[src/rtl/quiz_round_ctrl_pkg.sv]
// Shared types and defaults for the two-player quiz round controller.
package quiz_round_ctrl_pkg;

   localparam int PAD_W         = 9;
   localparam int NUM_Q_DEF     = 9;
   localparam int TIMEOUT_DEF   = 1000;
   localparam int SHOW_CYC_DEF  = 200;
   localparam int SCORE_MAX_DEF = 9;

   typedef enum logic [1:0] {
      ST_IDLE = 2'd0,
      ST_ASK  = 2'd1,
      ST_SHOW = 2'd2,
      ST_DONE = 2'd3
   } state_t;

   typedef enum logic [1:0] {
      WIN_NONE = 2'b00,
      WIN_L    = 2'b01,
      WIN_R    = 2'b10
   } winner_t;

   // Outcome of one cycle of pad arbitration.
   typedef struct packed {
      logic any;        // at least one unlocked press this cycle
      logic tie;        // both pads pressed together
      logic right;      // grant went to the right pad
      logic ok;         // granted key matches the answer
      logic both_lock;  // both players locked once this cycle settles
   } grant_t;

   function automatic logic [3:0] sat_inc(input logic [3:0] v, input logic [3:0] cap);
      return (v >= cap) ? v : v + 4'd1;
   endfunction

endpackage

[src/rtl/quiz_round_ctrl_press_edge_det.sv]
// Registers one answer pad and flags a fresh press (rising edge of any key).
module press_edge_det
   import quiz_round_ctrl_pkg::*;
(
   input  logic             clk_i,
   input  logic             rst_i,
   input  logic [PAD_W-1:0] pad_i,
   output logic             press_o,
   output logic [PAD_W-1:0] key_o
);

   logic [PAD_W-1:0] pad_q;
   logic             any_q;

   always_ff @(posedge clk_i) begin
      if (rst_i) begin
         pad_q <= '0;
         any_q <= 1'b0;
      end else begin
         pad_q <= pad_i;
         any_q <= |pad_q;
      end
   end

   // A change of key while another is still held is not a new press.
   assign press_o = (|pad_q) & ~any_q;
   assign key_o   = pad_q;

endmodule

[src/rtl/quiz_round_ctrl.sv]
// Two-player quiz round sequencer: question stepping, pad arbitration, scoring, timeout.
//  state | meaning
//  IDLE  | after reset, waiting for start
//  ASK   | question open, presses judged, timeout running
//  SHOW  | result held for SHOW_CYC cycles
//  DONE  | game finished, scores held, waiting for start
module quiz_round_ctrl
   import quiz_round_ctrl_pkg::*;
#(
   parameter int NUM_Q     = NUM_Q_DEF,
   parameter int TIMEOUT   = TIMEOUT_DEF,
   parameter int SHOW_CYC  = SHOW_CYC_DEF,
   parameter int SCORE_MAX = SCORE_MAX_DEF
) (
   input  logic             clk_i,
   input  logic             rst_i,
   input  logic             start_i,
   input  logic             bank_sel_i,
   input  logic [PAD_W-1:0] joy_left_i,
   input  logic [PAD_W-1:0] joy_right_i,
   input  logic [PAD_W-1:0] answer_key_i,
   output logic             bank_o,
   output logic [3:0]       q_index_o,
   output logic             asking_o,
   output logic [3:0]       score_left_o,
   output logic [3:0]       score_right_o,
   output logic             lock_left_o,
   output logic             lock_right_o,
   output logic             result_vld_o,
   output logic [1:0]       winner_o,
   output logic             game_over_o
);

   localparam int TMR_W  = $clog2(TIMEOUT + 1);
   localparam int HOLD_W = $clog2(SHOW_CYC + 1);
   localparam logic [TMR_W-1:0]  TMR_LOAD  = TMR_W'(TIMEOUT - 1);
   localparam logic [TMR_W-1:0]  TMR_ONE   = TMR_W'(1);
   localparam logic [HOLD_W-1:0] HOLD_LOAD = HOLD_W'(SHOW_CYC - 1);
   localparam logic [HOLD_W-1:0] HOLD_ONE  = HOLD_W'(1);
   localparam logic [3:0]        LAST_Q    = 4'(NUM_Q - 1);
   localparam logic [3:0]        SCORE_CAP = 4'(SCORE_MAX);

   state_t            state_q, state_d;
   logic [TMR_W-1:0]  timer_q, timer_d;
   logic [HOLD_W-1:0] hold_q, hold_d;
   logic [3:0]        q_index_q, q_index_d;
   logic              bank_q, bank_d;
   logic [3:0]        score_l_q, score_l_d;
   logic [3:0]        score_r_q, score_r_d;
   logic              lock_l_q, lock_l_d;
   logic              lock_r_q, lock_r_d;
   logic              rr_q, rr_d;
   winner_t           winner_q, winner_d;
   logic              rvld_q, rvld_d;

   logic              press_l, press_r;
   logic [PAD_W-1:0]  key_l, key_r;
   logic              in_ask, vld_l, vld_r, wrong, to_show;
   logic [PAD_W-1:0]  grant_key;
   grant_t            grant;

   press_edge_det u_pad_l (
      .clk_i   (clk_i),
      .rst_i   (rst_i),
      .pad_i   (joy_left_i),
      .press_o (press_l),
      .key_o   (key_l)
   );

   press_edge_det u_pad_r (
      .clk_i   (clk_i),
      .rst_i   (rst_i),
      .pad_i   (joy_right_i),
      .press_o (press_r),
      .key_o   (key_r)
   );

   assign in_ask = (state_q == ST_ASK);

   // Round-robin pointer only decides true ties; a dropped press never queues.
   always_comb begin
      grant           = '0;
      vld_l           = in_ask & press_l & ~lock_l_q;
      vld_r           = in_ask & press_r & ~lock_r_q;
      grant.any       = vld_l | vld_r;
      grant.tie       = vld_l & vld_r;
      grant.right     = grant.tie ? rr_q : vld_r;
      grant_key       = grant.right ? key_r : key_l;
      grant.ok        = grant.any & (grant_key == answer_key_i);
      wrong           = grant.any & ~grant.ok;
      grant.both_lock = (lock_l_q | (wrong & ~grant.right)) &
                        (lock_r_q | (wrong &  grant.right));
      to_show         = in_ask & (grant.ok | grant.both_lock | (timer_q == '0));
   end

   always_ff @(posedge clk_i) begin
      if (rst_i) state_q <= ST_IDLE;
      else       state_q <= state_d;
   end

   always_comb begin
      state_d = state_q;
      case (state_q)
         ST_IDLE, ST_DONE: if (start_i) state_d = ST_ASK;
         ST_ASK:           if (to_show) state_d = ST_SHOW;
         ST_SHOW: begin
            if (hold_q == '0) state_d = (q_index_q == LAST_Q) ? ST_DONE : ST_ASK;
         end
         default:          state_d = ST_IDLE;
      endcase
   end

   always_comb begin
      asking_o    = (state_q == ST_ASK);
      game_over_o = (state_q == ST_DONE);
   end

   always_comb begin
      timer_d   = timer_q;
      hold_d    = hold_q;
      q_index_d = q_index_q;
      bank_d    = bank_q;
      score_l_d = score_l_q;
      score_r_d = score_r_q;
      lock_l_d  = lock_l_q;
      lock_r_d  = lock_r_q;
      rr_d      = rr_q;
      winner_d  = winner_q;
      rvld_d    = 1'b0;
      case (state_q)
         ST_IDLE, ST_DONE: begin
            if (start_i) begin
               q_index_d = '0;
               bank_d    = bank_sel_i;
               score_l_d = '0;
               score_r_d = '0;
               lock_l_d  = 1'b0;
               lock_r_d  = 1'b0;
               timer_d   = TMR_LOAD;
            end
         end
         ST_ASK: begin
            if (timer_q != '0) timer_d = timer_q - TMR_ONE;
            if (grant.tie) rr_d = ~rr_q;
            if (wrong) begin
               if (grant.right) lock_r_d = 1'b1;
               else             lock_l_d = 1'b1;
            end
            if (grant.ok) begin
               if (grant.right) score_r_d = sat_inc(score_r_q, SCORE_CAP);
               else             score_l_d = sat_inc(score_l_q, SCORE_CAP);
            end
            if (to_show) begin
               winner_d = grant.ok ? (grant.right ? WIN_R : WIN_L) : WIN_NONE;
               rvld_d   = 1'b1;
               hold_d   = HOLD_LOAD;
            end
         end
         ST_SHOW: begin
            if (hold_q != '0) begin
               hold_d = hold_q - HOLD_ONE;
            end else if (q_index_q != LAST_Q) begin
               q_index_d = q_index_q + 4'd1;
               lock_l_d  = 1'b0;
               lock_r_d  = 1'b0;
               timer_d   = TMR_LOAD;
            end
         end
         default: ;
      endcase
   end

   always_ff @(posedge clk_i) begin
      if (rst_i) begin
         timer_q   <= '0;
         hold_q    <= '0;
         q_index_q <= '0;
         bank_q    <= 1'b0;
         score_l_q <= '0;
         score_r_q <= '0;
         lock_l_q  <= 1'b0;
         lock_r_q  <= 1'b0;
         rr_q      <= 1'b0;
         winner_q  <= WIN_NONE;
         rvld_q    <= 1'b0;
      end else begin
         timer_q   <= timer_d;
         hold_q    <= hold_d;
         q_index_q <= q_index_d;
         bank_q    <= bank_d;
         score_l_q <= score_l_d;
         score_r_q <= score_r_d;
         lock_l_q  <= lock_l_d;
         lock_r_q  <= lock_r_d;
         rr_q      <= rr_d;
         winner_q  <= winner_d;
         rvld_q    <= rvld_d;
      end
   end

   assign bank_o        = bank_q;
   assign q_index_o     = q_index_q;
   assign score_left_o  = score_l_q;
   assign score_right_o = score_r_q;
   assign lock_left_o   = lock_l_q;
   assign lock_right_o  = lock_r_q;
   assign result_vld_o  = rvld_q;
   assign winner_o      = winner_q;

endmodule

[config.mk]
export PLATFORM = sky130hd
export DESIGN_NAME = quiz_round_ctrl
export DESIGN_NICKNAME = d
export VERILOG_FILES = /design/src/rtl/quiz_round_ctrl_pkg.sv /design/src/rtl/quiz_round_ctrl_press_edge_det.sv /design/src/rtl/quiz_round_ctrl.sv
export SDC_FILE = /design/constraint.sdc
export NUM_CORES = 1
export LEC_CHECK = 0
export ABC_CLOCK_PERIOD_IN_PS = 3520
export CORE_MARGIN = 1.5
export CORE_UTILIZATION = 53
export CTS_BUF_LIST = sky130_fd_sc_hd__clkbuf_16
export CTS_CLUSTER_SIZE = 25
export DETAILED_ROUTE_END_ITERATION = 10
export GPL_TIMING_DRIVEN = 0
export MAX_ROUTING_LAYER = met4
export PLACE_DENSITY_LB_ADDON = 0.3
export RECOVER_POWER = 100
export SETUP_SLACK_MARGIN = 0.3
export SKIP_CTS_REPAIR_TIMING = 1
export SLEW_MARGIN = 20
export SYNTH_ARGS = -nofsm -noshare
export SYNTH_HDL_FRONTEND = slang
export SYNTH_SLANG_ARGS = --single-unit
[constraint.sdc]
create_clock -name clk_i -period 3.52 [get_ports clk_i]
set_input_delay 0.352 -clock clk_i [delete_from_list [all_inputs] [get_ports clk_i]]
set_output_delay 0.352 -clock clk_i [all_outputs]
set_load 0.05 [all_outputs]
# [After elaboration in Yosys (flattened, before gate mapping)]
# Cells that the tools add are included.
[word_totals] ff_bits=59 latch_bits=0 mem_bits_rw=0 romBits=0 in_bits=31 output_inout_bits=20 word_cells=130 mem_count=0
[op_classes] n_addsub=5 n_mul=0 div=0 order_cmp=2 n_eq_ne=19 shifts=0 n_mux=39 n_bitwise=26 n_reduce_logical=23
[op_table] operator="10-bit two-way mux" count=4
[op_table] operator="4-bit two-way mux" count=9
[op_table] operator="10-bit case mux with 3 select lines" count=1
[op_table] operator="4-bit case mux with 2 select lines" count=3
[op_table] operator="5-bit AND reduction" count=4
[op_table] operator="9-bit OR reduction" count=2
[op_table] operator="8-bit two-way mux" count=2
[op_table] operator="2-bit != test (second input constant)" count=8
[op_table] operator="8-bit case mux with 2 select lines" count=1
[op_table] operator="1-bit AND" count=13
[op_table] operator="4-bit by 1-bit adder with 4-bit output (second input constant)" count=3
[op_table] operator="2-bit two-way mux" count=6
[op_table] operator="10-bit logical NOT" count=1
[op_table] operator="2-bit by 1-bit != test with 1-bit output (second input constant)" count=5
[op_table] operator="10-bit nonzero test" count=1
[op_table] operator="10-bit by 1-bit subtractor with 10-bit output (second input constant)" count=1
[op_table] operator="9-bit equality test" count=1
[op_table] operator="1-bit two-way mux" count=9
[op_table] operator="9-bit two-way mux" count=1
[op_table] operator="4-bit >= comparator (second input constant)" count=2
[op_table] operator="8-bit logical NOT" count=1
[op_table] operator="1-bit inverter" count=8
[op_table] operator="4-bit AND reduction" count=2
[op_table] operator="8-bit nonzero test" count=1
[op_table] operator="13 further kinds" count=25

# [Logic depth before layout (Yosys ltp)]
# Gate-level depths: netlist of the first run.
[logic_depth] word_depth=19 ltp_mapped=11 ltp_nobuf=9

# [Modules after synthesis]
# Synthesis of the first run repeated with hierarchy kept, for this count alone.
[hier_totals] hier_cells=352 area_unflattened_um2=3129.3
[by_module_without_submodules] mod="quiz_round_ctrl" instances=1 cells_per_inst=304 area_per_inst_um2=2548.7 seq_area_each_um2=780.7
[by_module_without_submodules] mod="press_edge_det" instances=2 cells_per_inst=24 area_per_inst_um2=290.3 seq_area_each_um2=200.2

# [Least setup slack after synthesis of the first run]
# OpenSTA, ideal clock, no wires.
[synth_path] path_kind="register -> register" from="register state_q[0]" to="register score_l_q[0], in the netlist score_left_o[0]" setup_ns=0.070 arrival_time_ns=2.989 required_time_ns=3.450 path_slack_ns=0.461 stages_incl_launch_ff=10 path_buffers=1 period_less_slack_ns=3.059 path_cell_list="dfxtp_1 > ha_1 > buf_6 > inv_6 > or3_1 > o31ai_4 > mux2_4 > a2bb2oi_2 > or4_1 > a21oi_1"
[synth_via] elab_chain_cells=10 word_cells_on_any_way=21 cone_classes="7 x eq/ne; 3 x mux; 7 x bitwise; 4 x reduce/logical"
[synth_lines] element="start: declaration" line="quiz_round_ctrl.sv:43" source="state_t state_q, state_d;"
[synth_lines] element="start signal: assignment" line="quiz_round_ctrl.sv:98" source="else state_q <= state_d;"
[synth_lines] element="2-bit by 1-bit equality test with 1-bit output (*)"
[synth_lines] element="net asking_o" line="quiz_round_ctrl.sv:24" source="output logic asking_o,"
[synth_lines] element="1-bit AND (on tied branches) (2 in a row)" line="quiz_round_ctrl.sv:83, quiz_round_ctrl.sv:84"
[synth_lines] element="1-bit AND" line="quiz_round_ctrl.sv:86" source="grant.tie = vld_l & vld_r;"
[synth_lines] element="1-bit two-way mux" line="quiz_round_ctrl.sv:87" source="grant.right = grant.tie ? rr_q : vld_r;"
[synth_lines] element="9-bit two-way mux" line="quiz_round_ctrl.sv:88" source="grant_key = grant.right ? key_r : key_l;"
[synth_lines] element="9-bit equality test" line="quiz_round_ctrl.sv:89" source="grant.ok = grant.any & (grant_key == answer_key_i);"
[synth_lines] element="1-bit AND" line="quiz_round_ctrl.sv:89"
[synth_lines] element="2-bit by 1-bit != test with 1-bit output (no source line)"
[synth_lines] element="5-bit AND reduction (no source line)"
[synth_lines] element="end signal: assignment" line="quiz_round_ctrl.sv:191" source="score_l_q <= score_l_d;"
[synth_lines] element="end: declaration" line="quiz_round_ctrl.sv:48" source="logic [3:0] score_l_q, score_l_d;"
# The timed path passes the listed nets; every way through them passes the cells marked *.
# A chain may end at the register's enable or synchronous reset.

# [Worst setup path after layout of the first run]
[layout_path] from="register state_q[0]" to="register state_q[1]"
[layout_via] elab_chain_cells=18 word_cells_on_any_way=31 cone_classes="7 x eq/ne; 3 x mux; 18 x bitwise; 3 x reduce/logical"
[layout_lines] element="2-bit by 1-bit equality test with 1-bit output" line="quiz_round_ctrl.sv:78, quiz_round_ctrl.sv:103"
[layout_lines] element="1-bit AND (on tied branches) (2 in a row)" line="quiz_round_ctrl.sv:83, quiz_round_ctrl.sv:84"
[layout_lines] element="1-bit AND" line="quiz_round_ctrl.sv:86"
[layout_lines] element="1-bit two-way mux" line="quiz_round_ctrl.sv:87"
[layout_lines] element="9-bit two-way mux" line="quiz_round_ctrl.sv:88"
[layout_lines] element="9-bit equality test" line="quiz_round_ctrl.sv:89"
[layout_lines] element="1-bit AND" line="quiz_round_ctrl.sv:89"
[layout_lines] element="1-bit inverter" line="quiz_round_ctrl.sv:90" source="wrong = grant.any & ~grant.ok;"
[layout_lines] element="1-bit AND" line="quiz_round_ctrl.sv:90"
[layout_lines] element="1-bit AND (on tied branches)" line="quiz_round_ctrl.sv:91, quiz_round_ctrl.sv:92"
[layout_lines] element="1-bit OR (on tied branches)" line="quiz_round_ctrl.sv:91, quiz_round_ctrl.sv:92"
[layout_lines] element="1-bit AND" line="quiz_round_ctrl.sv:91" source="grant.both_lock = (lock_l_q | (wrong & ~grant.right)) &"
[layout_lines] element="1-bit OR (2 in a row)" line="quiz_round_ctrl.sv:93" source="to_show = in_ask & (grant.ok | grant.both_lock | (timer_q == '0));"
[layout_lines] element="1-bit AND" line="quiz_round_ctrl.sv:93"
[layout_lines] element="2-bit by 1-bit != test with 1-bit output (no source line)"
[layout_lines] element="3-bit AND reduction (no source line)"
# Several ways; a longest one is shown, not always the timed one.

==> results of run 1 <==
==> power groups by stage <==
stage	Sequential, mW	Clock, mW	Combinational (mW)
after floorplan	0.939	0	0.747
after global placement	0.913	0	0.992
after detailed placement	0.918	0	1.02
after CTS	0.909	0.822	1.03
after global routing	0.927	0.847	1.15
final	0.911	0.810	1.03
==> metal layers <==
layer,vias to the layer above,GRT usage,part of all wire
met1,1278,0.290,0.43
li1,1325,-,-
met4,0,0.147,0.013
met3,10,0.0552,0.048
met2,72,0.428,0.51
met5,-,-,0
==> per-stage QoR <==
step	std cells	total power [mW]
after floorplan	336	1.69
after global placement	458	1.91
after detailed placement	458	1.94
after CTS	473	2.76
after global routing	476	2.92
final	476	2.75
==> cell usage in the layout (no fill, tap or decap), types with 2 or more instances in the layout <==
cell type and count:
nand2b_1 4, buf_4 3, nor2_1 27, a31oi_1 8, nor3_1 18, clkinv_1 2
o21a_1 2, nor2b_1 21, xor2_1 18, dlygate4sd3_1 21, o21ai_0 11, a2bb2oi_1 2
o211ai_1 2, clkbuf_16 9, a22oi_1 2, clkbuf_1 9, or3_1 12, nand2_1 18
ha_1 15, dfxtp_1 59, clkdlybuf4s50_1 29, nor4_2 4, or2_2 2, mux2i_1 3
a21oi_1 21, or4_1 2, nor4_1 4, o31ai_4 2, nand3_1 7, a211oi_1 5
inv_1 17, nand4_1 3, xnor2_1 10
==> cell families after synthesis <==
| kind of cell | Yosys count |
|---|---|
| xor+xnor | 28 |
| compound gates | 71 |
| buf+inv | 27 |
| simple gates | 130 |
| fa+ha+maj | 15 |
| mux | 6 |
| flops | 59 |
==> final cells by class <==
class / count / area [um2]
plain buffers: 11 / 60.1
clock buffers: 9 / 225
clock inverters: 6 / 50.0
fillers: 440 / 1590
inverters: 16 / 65.1
multi-input cells: 250 / 1750
flip-flops and latches: 59 / 1180
well taps: 72 / 90.1
repair buffers: 53 / 523
==> state kept, by name (all words and copies together), names as in the netlist <==
register / cells
u_pad_l.any_q: 1
rr_q: 1
bank_o: 1
score_right_o: 4
score_left_o: 4
winner_o: 2
timer_q: 10
q_index_o: 4
state_q: 2
u_pad_r.key_o: 9
lock_right_o: 1
hold_q: 8
lock_left_o: 1
result_vld_o: 1
u_pad_r.any_q: 1
u_pad_l.key_o: 9
==> worst min-delay path: stages, from the launching register on <==
cell and delay [ps]:
dfxtp_1 300, nand2_1 50, a21oi_1 50
==> path summary, 6_finish.rpt <==
check                    end  cells past startpoint  startpoint  slack [ps]
setup reg to reg  state_q[1]                     10  state_q[0]         380
hold reg to reg       bank_o                      2      bank_o         460
setup / recovery  state_q[1]                     10  state_q[0]         380
hold / removal        bank_o                      2      bank_o         460
==> out/results.tsv, run 1 <==
stage	metric	value	unit
outcome	run status	completed	
power_and_ir_drop	Clock Power Share	0.295	
critical_path	critical path endpoint category	register	
placement	gpl congestion	0.875	
timing	count of final setup violators	0	
cts	H-tree depth	3	
logic_synthesis	Synth Area in Compound Gates	0.171	
die	die width	79.0	um
critical_path	Top delay family on crit path	compound AO/OA/AOI/OAI gates	
global_route	vias in the first global route	2757	
timing	Max Fclk	318	MHz
cts	Root Buffer Master	clkbuf_16	
cts	worst skew pair latency	330	ps
power_and_ir_drop	Int Pwr	1.74	mW
route	vias per cell	5.64	
logic_synthesis	Yosys warnings	0	
global_route	initial antenna violation count	0	
timing	Final Hold Viols	0	
timing	Least-Margin Pin Slew	874	ps
global_route	Total Routing Usage GR	0.259	
route	wire per inst	14.9	um
timing	RSZ-0062 raised after global routing	false	
job	Max Cap Viol	0	
logic_synthesis	FFs w/ async S/R, synth	0	
logic_synthesis	mean post-synth cell area	9.12	um2
logic_synthesis	Post-synth top cells	59 x dfxtp_1, 27 x nor2_1, 21 x a21oi_1, 21 x nor2b_1	
logic_synthesis	Cells after Synth	336	
critical_path	CP max stage cell	a2111oi_0	
critical_path	max incr delay on CP	630	ps
power_and_ir_drop	Sw Pwr	1.01	mW
power_and_ir_drop	PD cells	697	nW/um2
logic_synthesis	Synth Area in Adders	0.0613	
logic_synthesis	main combinational cell family by area after synthesis	simple AND/OR/NAND/NOR gates	
placement	post-DP HPWL	4960	um
logic_synthesis	Yosys cell types	61	
die	Top Ports	51	
route	DR vias	2685	
logic_synthesis	post-synthesis mux area share	0.0229	
finish	final core occ	0.712	
logic_synthesis	Synth Area in XOR/XNOR	0.0801	
logic_synthesis	top_reg_cell synth	dfxtp_1	
timing	max_slew headroom	0.413	
critical_path	cell chain of the critical path	ha_1 > buf_6 > inv_6 > or3_1 > o31ai_4 > buf_4 > mux2i_4 > o21ai_0 > a2111oi_0 > o21ba_1	
cts	worst-case clock buffer depth	2	
logic_synthesis	count leader, synth	dfxtp_1	
global_route	Congestion Overflow GR	0	
critical_path	Setup CP Type	register to register	
timing	Fin Setup TNS	0	ps
power_and_ir_drop	Lkg Pwr	1.59	nW
hold_path	Worst Hold Class	register to register	
finish	Total Nets Final	446	
placement	IO Port Bufs	50	
placement	dpl cell area	3650	um2
route	antenna-violating nets left	0	
route	First-pass DRT Iterations	4	
logic_synthesis	Post-synth EDFFs	0	
timing	min Tclk post-route	3140	ps
placement	DP Worst Slack	468	ps
logic_synthesis	cell taking the most area after synthesis	dfxtp_1	
global_route	first-pass GRT wire length	12200	um
timing	Tcrit/Tclk final	0.892	
critical_path	Worst Path Buf+Inv	3	
die	area of the die	6240	um2
power_and_ir_drop	Reg power frac	0.331	
logic_synthesis	Yosys reg bits	59	
cts	CTS Buf Count	9	
cts	CTS Sinks	59	
logic_synthesis	top post-synthesis cells by area	dfxtp_1 39%, ha_1 6.1%, xor2_1 5.1%, nor2b_1 4.3%, a21oi_1 3.4%	
critical_path	Max Fanout on Critical Path	10	
logic_synthesis	syn_nets	382	
logic_synthesis	Post-Syn Area	3060	um2
power_and_ir_drop	Combinational Power Share	0.374	
route	Post-Route WL	7080	um
cts	CTS tree	yes	
logic_synthesis	Simple-Gate Fraction of Synth Area	0.237	
finish	fin area	3950	um2
cts	clock slew at reported path FFs	50	ps
global_route	pin count of the biggest net entering global routing	11	
die	Initial Util	0.553	
timing	final setup margin	380	ps
critical_path	CP arrival	3400	ps
route	detailed-route DRC error count	0	
timing	max-slew violations	0	
route	DRT iter0 DRCs	159	
power_and_ir_drop	maximum vdd drop	0.000408	V
timing	Fin Hold WS	455	ps
critical_path	CP required	3780	ps
die	Placement Rows	27	
die	Core Footprint	5540	um2
finish	Antenna Cells	0	
finish	layout cells sized above 1	0.0792	
logic_synthesis	share of Yosys cell area claimed by the top area cell type	0.386	
timing	clock skew	12.4	ps
critical_path	startpoint types	register	
die	chip height	79.0	um
finish	Synth-to-Final Area Change	28.8	%
logic_synthesis	register area share after synthesis	0.386	
power_and_ir_drop	switch share	0.367	
Note: power is estimated with default switching activity, not from simulation.
==> run 2: changes to the inputs <==
REMOVE_ABC_BUFFERS = 1   (was unset)
==> out/results.tsv, run 2 (synthesized netlist as in run 1, its figures left out) <==
stage	metric	value	unit	change
die	Core Footprint	5540	um2	unchanged
placement	IO Port Bufs	50		unchanged
timing	clock skew	6.71	ps	was 12.4 ps
critical_path	CP arrival	3330	ps	was 3400 ps
route	antenna-violating nets left	0		unchanged
placement	post-DP HPWL	4720	um	was 4960 um
timing	max-slew violations	0		unchanged
power_and_ir_drop	Clock Power Share	0.298		was 0.295
timing	Final Hold Viols	0		unchanged
route	detailed-route DRC error count	0		unchanged
finish	Antenna Cells	0		unchanged
power_and_ir_drop	switch share	0.364		was 0.367
cts	H-tree depth	3		unchanged
finish	Largest Register	timer_q		unchanged
die	Initial Util	0.553		unchanged
die	Top Ports	51		unchanged
job	Max Cap Viol	0		unchanged
route	wire per inst	13.8	um	was 14.9 um
timing	Tcrit/Tclk final	0.878		was 0.892
critical_path	CP max stage cell	or4_1		was a2111oi_0
cts	CTS Sinks	59		unchanged
power_and_ir_drop	PD cells	697	nW/um2	about the same
global_route	Total Routing Usage GR	0.230		was 0.259
timing	Least-Margin Pin Slew	1310	ps	was 874 ps
timing	min Tclk post-route	3090	ps	was 3140 ps
power_and_ir_drop	Tot Pwr	2.70	mW	was 2.75 mW
timing	Max Fclk	324	MHz	was 318 MHz
critical_path	startpoint types	register		unchanged
route	DRT iter0 DRCs	104		was 159
power_and_ir_drop	Lkg Pwr	1.55	nW	was 1.59 nW
route	Post-Route WL	6360	um	was 7080 um
finish	most common cell after layout, fill and taps aside	dfxtp_1		unchanged
critical_path	max incr delay on CP	500	ps	was 630 ps
finish	fin area	3870	um2	was 3950 um2
global_route	initial antenna violation count	0		unchanged
timing	count of final setup violators	0		unchanged
critical_path	Setup CP Type	register to register		unchanged
placement	DP Worst Slack	78.4	ps	was 468 ps
global_route	Congestion Overflow GR	0		unchanged
finish	max reg flops	10		unchanged
placement	gpl congestion	0.844		was 0.875
cts	CTS tree	yes		unchanged
critical_path	critical path endpoint category	register		unchanged
global_route	first-pass GRT wire length	10900	um	was 12200 um
cts	worst-case clock buffer depth	2		unchanged
critical_path	Top delay family on crit path	simple AND/OR/NAND/NOR gates		was compound AO/OA/AOI/OAI gates
critical_path	Max Fanout on Critical Path	20		was 10
timing	Fin Setup TNS	0	ps	unchanged
cts	Root Buffer Master	clkbuf_16		unchanged
finish	commonest non-fill, non-tap cells in the layout	59 x dfxtp_1, 29 x clkdlybuf4s50_1, 27 x nor2_1		unchanged
global_route	vias in the first global route	2488		was 2757
power_and_ir_drop	Reg power frac	0.337		was 0.331
die	Placement Rows	27		unchanged
power_and_ir_drop	maximum vdd drop	0.000403	V	was 0.000408 V
die	die width	79.0	um	unchanged
cts	worst skew pair latency	320	ps	was 330 ps
global_route	pin count of the biggest net entering global routing	32		was 11
critical_path	flop-to-flop setup slack	430	ps	was 380 ps
route	First-pass DRT Iterations	4		unchanged
die	area of the die	6240	um2	unchanged
timing	final setup margin	429	ps	was 380 ps
route	vias per cell	5.63		was 5.64
critical_path	cell chain of the critical path	ha_4 > inv_6 > or3_1 > o31ai_4 > mux2_1 > a2bb2oi_1 > or4_1 > a21oi_1		was ha_1 > buf_6 > inv_6 > or3_1 > o31ai_4 > buf_4 > mux2i_4 > o21ai_0 > a2111oi_0 > o21ba_1
critical_path	CP required	3760	ps	was 3780 ps
power_and_ir_drop	Sw Pwr	0.982	mW	was 1.01 mW
cts	CTS Buf Count	9		unchanged
critical_path	Worst Path Buf+Inv	1		was 3
finish	Synth-to-Final Area Change	26.4	%	was 28.8%
finish	Total Nets Final	433		was 446
hold_path	Worst Hold Class	register to register		unchanged
placement	dpl cell area	3610	um2	was 3650 um2
die	chip height	79.0	um	unchanged
cts	clock slew at reported path FFs	50	ps	about the same
power_and_ir_drop	Int Pwr	1.72	mW	was 1.74 mW
outcome	run status	completed		unchanged
timing	max_slew headroom	0.130		was 0.413
route	DR vias	2599		was 2685
timing	RSZ-0062 raised after global routing	false		unchanged
power_and_ir_drop	Combinational Power Share	0.365		was 0.374
finish	layout cells sized above 1	0.0744		was 0.0792
==> run 2: cell types whose count changed in the layout (fill, tap and decap cells not counted), sizes merged <==
cell	change
buf	-5
dlygate4sd3	-1
inv	-1
clkbuf	-7
==> run 2: worst paths after layout <==
check | startpoint | end | cells past startpoint
worst max-delay path | state_q[0] | score_left_o[0] | 8
worst min-delay path | winner_o[1] | winner_o[1] | 2
worst max register to register | state_q[0] | score_left_o[0] | 8
worst min register to register | winner_o[1] | winner_o[1] | 2
==> run 2: cell type report <==
cell class / instances / area [um2]
clock buffer: 9 / 225
tap: 72 / 90.1
clock inverter: 5 / 47.5
fill: 445 / 1670
inverter: 16 / 65.1
timing repair buffer: 51 / 498
sequential: 59 / 1180
multi-input combinational: 250 / 1760
==> run 2: power groups by stage <==
| stage | combinational [mW] | clock [mW] | sequential, mW |
|---|---|---|---|
| 3_5_place_dp | 0.983 | 0 | 0.917 |
| 5_1_grt | 1.10 | 0.844 | 0.925 |
| 2_1_floorplan | 0.701 | 0 | 0.939 |
| 4_1_cts | 0.997 | 0.816 | 0.906 |
| 6_report | 0.984 | 0.804 | 0.909 |
| 3_3_place_gp | 0.951 | 0 | 0.910 |
==> run 2: metrics by stage <==
stage                      util  hold WS, ps  cells
final                     0.699          486    462
after global placement    0.648          443    447
after CTS                 0.701          495    462
after floorplan               -          421    325
after global routing      0.699          496    462
after detailed placement  0.652          482    448
==> run 2: routing by layer <==
layer | share of wire | wire, um | vias to the layer above | GRT usage
li1 | - | - | 1296 | -
met1 | 0.42 | 2700 | 1221 | 0.260
met2 | 0.51 | 3270 | 63 | 0.383
met3 | 0.038 | 242 | 19 | 0.0425
met4 | 0.024 | 152 | 0 | 0.128
met5 | 0 | 0 | - | -
==> run 2: tightest hold or removal path, stage by stage (launching register included) <==
cell	delay, ps
dfxtp_1	320
a21oi_1	60
nor2_1	70
==> run 3: changes to the inputs <==
SETUP_SLACK_MARGIN = 0.2   (was 0.3)
==> out/results.tsv, run 3 (synthesized netlist as in run 1, its figures left out) <==
stage	metric	value	unit	change
finish	fin area	3860	um2	was 3870 um2
critical_path	startpoint types	register		unchanged
finish	Synth-to-Final Area Change	26.1	%	was 26.4%
finish	max reg flops	10		unchanged
placement	IO Port Bufs	50		unchanged
die	Placement Rows	27		unchanged
power_and_ir_drop	Lkg Pwr	1.56	nW	was 1.55 nW
cts	H-tree depth	3		unchanged
timing	RSZ-0062 raised after global routing	false		unchanged
timing	count of final setup violators	0		unchanged
route	DRT iter0 DRCs	73		was 104
cts	worst skew pair latency	320	ps	about the same
critical_path	Setup CP Type	register to register		unchanged
route	First-pass DRT Iterations	4		unchanged
cts	clock slew at reported path FFs	50	ps	about the same
power_and_ir_drop	maximum vdd drop	0.000403	V	about the same
finish	Total Nets Final	433		unchanged
timing	Max Fclk	316	MHz	was 324 MHz
critical_path	Max Fanout on Critical Path	20		unchanged
critical_path	critical path endpoint category	register		unchanged
job	Max Cap Viol	0		unchanged
placement	DP Worst Slack	78.4	ps	unchanged
global_route	Congestion Overflow GR	0		unchanged
global_route	initial antenna violation count	0		unchanged
die	area of the die	6240	um2	unchanged
finish	commonest non-fill, non-tap cells in the layout	59 x dfxtp_1, 29 x clkdlybuf4s50_1, 27 x nor2_1		unchanged
die	Top Ports	51		unchanged
finish	most common cell after layout, fill and taps aside	dfxtp_1		unchanged
route	DR vias	2597		was 2599
global_route	pin count of the biggest net entering global routing	32		unchanged
die	Initial Util	0.553		unchanged
timing	Least-Margin Pin Slew	1290	ps	was 1310 ps
route	detailed-route DRC error count	0		unchanged
outcome	run status	completed		unchanged
route	antenna-violating nets left	0		unchanged
route	vias per cell	5.62		was 5.63
placement	dpl cell area	3610	um2	unchanged
timing	final setup margin	358	ps	was 429 ps
hold_path	Worst Hold Class	register to register		unchanged
cts	CTS Sinks	59		unchanged
timing	max_slew headroom	0.142		was 0.130
die	Core Footprint	5540	um2	unchanged
die	chip height	79.0	um	unchanged
timing	Final Hold Viols	0		unchanged
route	Post-Route WL	6380	um	was 6360 um
global_route	first-pass GRT wire length	10900	um	unchanged
placement	gpl congestion	0.844		unchanged
critical_path	CP required	3750	ps	was 3760 ps
finish	Layout fillers	444		was 445
placement	post-DP HPWL	4720	um	unchanged
timing	max-slew violations	0		unchanged
cts	CTS tree	yes		unchanged
timing	clock skew	5.91	ps	was 6.71 ps
global_route	Total Routing Usage GR	0.230		unchanged
power_and_ir_drop	PD cells	699	nW/um2	was 697 nW/um2
global_route	vias in the first global route	2488		unchanged
cts	worst-case clock buffer depth	2		unchanged
cts	CTS Buf Count	9		unchanged
power_and_ir_drop	Tot Pwr	2.70	mW	about the same
finish	Antenna Cells	0		unchanged
cts	Root Buffer Master	clkbuf_16		unchanged
timing	min Tclk post-route	3160	ps	was 3090 ps
critical_path	CP arrival	3390	ps	was 3330 ps
timing	Fin Setup TNS	0	ps	unchanged
timing	Tcrit/Tclk final	0.898		was 0.878
die	die width	79.0	um	unchanged
finish	Largest Register	timer_q		unchanged
route	wire per inst	13.8	um	about the same
finish	layout cells sized above 1	0.0744		unchanged
-- run 3: path summary, 6_finish.rpt --
path | end | from | cells past startpoint | slack [ps]
worst max-delay path | hold_q[2] | state_q[0] | 8 | 360
worst min-delay path | winner_o[1] | winner_o[1] | 2 | 490
worst max register to register | hold_q[2] | state_q[0] | 8 | 360
worst min register to register | winner_o[1] | winner_o[1] | 2 | 490
-- run 3: report_power, final --
group	switching, mW	internal, mW	total, mW
logic	0.589	0.399	0.988
clock network	0.274	0.530	0.804
registers	0.121	0.788	0.909
total	0.983	1.72	2.70
-- run 3: per-stage QoR --
step | instances | util | hold WS (ps)
final | 462 | 0.697 | 486
after global routing | 462 | 0.697 | 496
after CTS | 462 | 0.701 | 495
after detailed placement | 448 | 0.652 | 482
after global placement | 447 | 0.648 | 443
after floorplan | 325 | - | 421
-- run 3: cell type report --
| class | count | area [um2] | area share |
|---|---|---|---|
| clock inverter | 5 | 47.5 | 0.0123 |
| timing repair buffer | 51 | 498 | 0.129 |
| sequential | 59 | 1180 | 0.306 |
| inverter | 16 | 65.1 | 0.0168 |
| tap | 72 | 90.1 | 0.0233 |
| multi-input combinational | 250 | 1760 | 0.454 |
| clock buffer | 9 | 225 | 0.0583 |
-- run 3: critical path: stages, from the launching register on --
cell and delay, ps:
dfxtp_1 460, ha_4 350, inv_6 70, or3_1 440, o31ai_4 400, mux2i_1 510, o211ai_1 330, or3_1 420
o311ai_1 90
-- run 3: routing by layer --
layer / vias to the layer above / wire [um] / GRT usage
li1: 1302 / - / -
met1: 1220 / 2750 / 0.260
met2: 58 / 3250 / 0.383
met3: 17 / 219 / 0.0425
met4: 0 / 166 / 0.128
met5: - / 0 / -
